**config.mk**
```make
export PLATFORM = sky130hd
export DESIGN_NAME = ddr3_write_arbiter
export DESIGN_NICKNAME = d
export VERILOG_FILES = /design/src/rtl/ddr3_write_arbiter.sv
export SDC_FILE = /design/constraint.sdc
export NUM_CORES = 1
export LEC_CHECK = 0
export CAP_MARGIN = 20
export CORE_AREA = 2 2 335 337
export DETAILED_ROUTE_END_ITERATION = 8
export DIE_AREA = 0 0 337 339
export PLACE_DENSITY_LB_ADDON = 0.25
export REMOVE_ABC_BUFFERS = 1
export SLEW_MARGIN = 5
export SYNTH_ARGS = -nofsm -noshare
export SYNTH_HDL_FRONTEND = slang
export SYNTH_SLANG_ARGS = --single-unit
export TNS_END_PERCENT = 1
```
**constraint.sdc**
```tcl
create_clock -name ddr3_clk -period 2.33 [get_ports ddr3_clk]
set_clock_uncertainty 0.05 [all_clocks]
set_input_delay 0.3495 -clock ddr3_clk [delete_from_list [all_inputs] [get_ports ddr3_clk]]
set_output_delay 0.3495 -clock ddr3_clk [all_outputs]
set_load 0.02 [all_outputs]
```
**src/rtl/ddr3_write_arbiter.sv**
```systemverilog
`timescale 1ns/1ps
// Round-robin arbiter sharing one Avalon-MM DDR3 write port among NUM_REQ
// burst writers; a grant lasts for exactly one burst, then re-arbitrates.
//
// Ports:
//   ddr3_clk, ddr3clk_reset        clock, synchronous active-high reset
//   req_address/_write_data/_write/_burstcount   flattened per-requester
//                                  master inputs (requester i at slice i)
//   req_waitrequest                per-requester stall
//   ddr3_write_address/_data/_write/_burstcount  master side to controller
//   ddr3_waitrequest               stall from controller
//   grant_valid, grant_index       registered owner of the port
module ddr3_write_arbiter #(
    parameter int NUM_REQ = 2,
    parameter int ADDR_W  = 27,
    parameter int DATA_W  = 256
) (
    input  logic                      ddr3_clk,
    input  logic                      ddr3clk_reset,
    input  logic [NUM_REQ*ADDR_W-1:0] req_address,
    input  logic [NUM_REQ*DATA_W-1:0] req_write_data,
    input  logic [NUM_REQ-1:0]        req_write,
    input  logic [NUM_REQ*2-1:0]      req_burstcount,
    output logic [NUM_REQ-1:0]        req_waitrequest,
    output logic [ADDR_W-1:0]         ddr3_write_address,
    output logic [DATA_W-1:0]         ddr3_write_data,
    output logic                      ddr3_write,
    output logic [1:0]                ddr3_burstcount,
    input  logic                      ddr3_waitrequest,
    output logic                      grant_valid,
    output logic [1:0]                grant_index
);

    typedef enum logic {
        ST_IDLE,
        ST_GRANT
    } state_t;

    state_t     state_q, state_d;
    logic [1:0] g_q, g_d;
    logic [1:0] rr_q, rr_d;
    logic [1:0] beat_q, beat_d;
    logic [1:0] blen_q, blen_d;

    logic [ADDR_W-1:0] sel_addr;
    logic [DATA_W-1:0] sel_data;
    logic [1:0]        sel_bc;
    logic              sel_wr;
    logic [1:0]        bc_eff;
    logic              accept;
    logic              last;
    logic              pick_vld;
    logic [1:0]        pick;

    // (base + off) mod NUM_REQ, with base < NUM_REQ and off <= NUM_REQ
    function automatic logic [1:0] rr_idx(input logic [1:0] base,
                                          input int off);
        int s;
        s = int'(base) + off;
        if (s >= NUM_REQ) s = s - NUM_REQ;
        return s[1:0];
    endfunction

    // Owner mux; requester 0 is driven while idle
    always_comb begin
        sel_addr = req_address[ADDR_W-1:0];
        sel_data = req_write_data[DATA_W-1:0];
        sel_bc   = req_burstcount[1:0];
        sel_wr   = 1'b0;
        for (int i = 0; i < NUM_REQ; i++) begin
            if (state_q == ST_GRANT && g_q == 2'(i)) begin
                sel_addr = req_address[i*ADDR_W +: ADDR_W];
                sel_data = req_write_data[i*DATA_W +: DATA_W];
                sel_bc   = req_burstcount[i*2 +: 2];
                sel_wr   = req_write[i];
            end
        end
    end

    always_comb begin
        req_waitrequest = '1;
        for (int i = 0; i < NUM_REQ; i++) begin
            if (state_q == ST_GRANT && g_q == 2'(i))
                req_waitrequest[i] = ddr3_waitrequest;
        end
    end

    assign ddr3_write_address = sel_addr;
    assign ddr3_write_data    = sel_data;
    assign ddr3_burstcount    = sel_bc;
    assign ddr3_write         = sel_wr;
    assign grant_valid        = (state_q == ST_GRANT);
    assign grant_index        = g_q;

    assign bc_eff = (sel_bc == 2'd0) ? 2'd1 : sel_bc;
    assign accept = ddr3_write && !ddr3_waitrequest;
    // First beat uses the live burstcount; later beats the latched length
    assign last   = accept && ((beat_q == 2'd0) ? (bc_eff == 2'd1)
                                                : (beat_q == blen_q - 2'd1));

    // Scan from rr_q; walking offsets downward lets the nearest one win
    always_comb begin
        pick_vld = 1'b0;
        pick     = 2'd0;
        for (int o = NUM_REQ - 1; o >= 0; o--) begin
            for (int j = 0; j < NUM_REQ; j++) begin
                if (req_write[j] && 2'(j) == rr_idx(rr_q, o)) begin
                    pick_vld = 1'b1;
                    pick     = 2'(j);
                end
            end
        end
    end

    always_comb begin
        state_d = state_q;
        g_d     = g_q;
        rr_d    = rr_q;
        beat_d  = beat_q;
        blen_d  = blen_q;
        case (state_q)
            ST_IDLE: begin
                if (pick_vld) begin
                    state_d = ST_GRANT;
                    g_d     = pick;
                    beat_d  = 2'd0;
                end
            end
            ST_GRANT: begin
                if (accept) begin
                    if (beat_q == 2'd0) blen_d = bc_eff;
                    if (last) begin
                        state_d = ST_IDLE;
                        beat_d  = 2'd0;
                        rr_d    = rr_idx(g_q, 1);
                    end else begin
                        beat_d = beat_q + 2'd1;
                    end
                end else if (beat_q == 2'd0 && !sel_wr) begin
                    // Owner withdrew before any beat: no turn consumed
                    state_d = ST_IDLE;
                end
            end
            default: state_d = ST_IDLE;
        endcase
    end

    always_ff @(posedge ddr3_clk) begin
        if (ddr3clk_reset) begin
            state_q <= ST_IDLE;
            g_q     <= 2'd0;
            rr_q    <= 2'd0;
            beat_q  <= 2'd0;
            blen_q  <= 2'd1;
        end else begin
            state_q <= state_d;
            g_q     <= g_d;
            rr_q    <= rr_d;
            beat_q  <= beat_d;
            blen_q  <= blen_d;
        end
    end

endmodule

```
==> impl_metrics.env <==
export IMPL_fin_crit_sh=0.974
export IMPL_cts_htree_levels=1
export IMPL_io_buffers=864
export IMPL_r2r_worst_path_cells=6
export IMPL_dieArea_mm2=0.114
export IMPL_grt_antenna_before_repair=64
export IMPL_synth_seq_cells=7
export IMPL_placed_cells=2723
export IMPL_stdcell_count=2733
export IMPL_synth_top_area_share=0.848
export IMPL_hold_path_class="reg2reg"
export IMPL_vias=6988
export IMPL_numCtsBuffers=3
export IMPL_min_path_cells=2
export IMPL_grt_first_pass_wirelength_um=80900
export IMPL_ys_seq_area_frac=0.0370
export IMPL_status="completed"
export IMPL_final_common_cell="clkdlybuf4s50_1"
export IMPL_max_freq_mhz=441
export IMPL_worstReg2RegStart="grant_valid"
export IMPL_hold_viol=0
export IMPL_path_max_fanout=20
export IMPL_grt_max_degree=35
export IMPL_power_mw=3.16
export IMPL_layout_common_cells="593 x clkdlybuf4s50_1, 285 x mux2_2, 170 x dlygate4sd2_1"
export IMPL_core_area_mm2=0.110
export IMPL_drive_above_1_share=0.314
export IMPL_yosys_area_top_type="mux2_2"
export IMPL_root_buffer="clkbuf_16"
export IMPL_vias_per_cell=2.56
export IMPL_holdPathEnd="blen_q[1]"
export IMPL_fin_crit_ns=2.27
export IMPL_rsz0062_at_grt="no"
export IMPL_gp_congestion=0.913
export IMPL_ios=866
export IMPL_crit_type="reg2out"
export IMPL_area_delta_synth_final_pct=287
export IMPL_synthTopCellsByArea="mux2_2 85%, dfxtp_1 3.7%, buf_2 3.2%"
export IMPL_grt_pass1_vias=7480
export IMPL_drc=0
export IMPL_dr_pass1_iters=4
export IMPL_regToRegSetupSlack_ns=0.19
export IMPL_cp_start_kind="flop"
export IMPL_hpwl_um=62800
export IMPL_dieWidth_um=337
export IMPL_avgSynthCellArea_um2=10.3
export IMPL_power_density_mw_per_mm2=215
export IMPL_wire_per_inst_um=24.3
export IMPL_drv_slew=0
export IMPL_arrival_ns=1.87
export IMPL_wl_um=66400
export IMPL_mappedNetlistArea_mm2=0.00378
export IMPL_post_cts_buffers=0
export IMPL_cap_viol_max_count=0
export IMPL_yosysWarnings=0
export IMPL_layout_nets=1816
export IMPL_required_ns=1.93
export IMPL_yosys_cell_types_count=31
export IMPL_peakVddDrop_mv=0.243
export IMPL_antenna_left=0
export IMPL_netlist_instances=369
export IMPL_whs_ns=0.438
export IMPL_clk_latency_ns=0.23
export IMPL_grt_util_all_layers=0.109
export IMPL_drtIter0Drc=153
export IMPL_min_delay_start="blen_q[1]"
export IMPL_finalSetupViolCount=0
export IMPL_clk_path_buf_depth=2
export IMPL_rows=122
export IMPL_p_leak_nw=5.75
export IMPL_path_clk_slew_ns=0.04
export IMPL_worstReg2RegEnd="blen_q[0]"
export IMPL_cts_tree="done"
export IMPL_clkSinkCount=7
export IMPL_start_util=0.0343
export IMPL_grt_ovfl_total=0
export IMPL_end_kind="output pin"
export IMPL_die_y_um=339
-- critical path, stage by stage (launching register included) --
cell	delay [ns]
dfxtp_1	0.36
nand2_8	0.13
buf_12	0.18
mux2_2	0.37
clkdlybuf4s50_1	0.56
-- how the worst max path moves through the flow --
stage / to / slack (ns) / cells past startpoint / from
after floorplan: blen_q[0] / -2.92 / 4 / grant_index[0]
after global placement: ddr3_write_data[4] / 0.05 / 5 / grant_valid
after detailed placement: ddr3_write_data[4] / 0.04 / 5 / grant_valid
after CTS: ddr3_write_address[11] / -0.15 / 5 / grant_valid
after global routing: ddr3_write_data[97] / 0.008 / 6 / grant_valid
final: ddr3_write_data[5] / 0.06 / 4 / grant_valid
-- where the power goes --
part / internal (mW) / leakage (nW) / switching (mW)
Clock: 0.228 / 0.0382 / 0.0655
Sequential: 0.126 / 0.0571 / 0.00709
Combinational: 1.63 / 5.66 / 1.10
-- logic make-up (layout without fill, tap and decap cells) --
group	Yosys count	after routing	synth area share
other	1	7	0.000991
buffers and inverters	39	909	0.0476
and+or+nand+nor	21	21	0.0351
xor gates and xnor gates	1	1	0.00232
adders and majority gates	1	1	0.00331
muxes	287	287	0.854
DFF	7	7	0.0370
AOI/OAI and AO/OA	12	12	0.0202
-- area by class of cell --
class,count,area (um2)
inverters,6,22.5
flip-flops and latches,7,140
diodes,6,15.0
well taps,1488,1860
multi-input cells,323,3480
fillers,12600,95700
repair buffers,899,9060
clock buffers,4,78.8
-- flip-flops by register name, indices dropped and copies added, names as in the netlist --
signal / cells
rr_q: 1
blen_q: 2
grant_index: 1
beat_q: 2
grant_valid: 1
-- synth_stat cells (all sizes together) --
library cell and instances:
mux2 285, buf 28, dfxtp 7, inv 6, clkbuf 5, a21oi 4, a21o 3, nor3 3
and3 2, mux2i 2, nand2 2, nand3 2, nand4 2, nor2 2, nor3b 2, o21ai 2
or3 2, a211o 1, a211oi 1, conb 1, ha 1, nor2b 1, nor4 1, o211ai 1
or2 1, or4b 1, xnor2 1
-- metrics by stage --
| stage | worst slack, ns | area (um2) | util | TNS, ns |
|---|---|---|---|---|
| 2_1_floorplan | -2.92 | 3630 | - | -762.09 |
| 3_3_place_gp | 0.0478 | 14700 | 0.133 | 0 |
| 3_5_place_dp | 0.0369 | 14700 | 0.133 | 0 |
| 4_1_cts | -0.149 | 14500 | 0.132 | -5.08 |
| 5_1_grt | 0.00793 | 14600 | 0.133 | 0 |
| 6_report | 0.0615 | 14700 | 0.133 | 0 |
-- metal layers --
layer	vias up	part of all wire	GRT usage
li1	3153	-	-
met1	3178	0.43	0.138
met2	543	0.46	0.183
met3	100	0.11	0.0428
met4	14	0.0098	0.00186
met5	-	0.0013	0
-- what timing repair did --
item                       in CTS  in global routing
hold buffers                    0                  0
resized for setup             172                 44
cloned                          0                  0
pin swaps                       0                  0
setup endpoints to repair     210                 42
No activity file was read; power rests on OpenSTA's default activity.
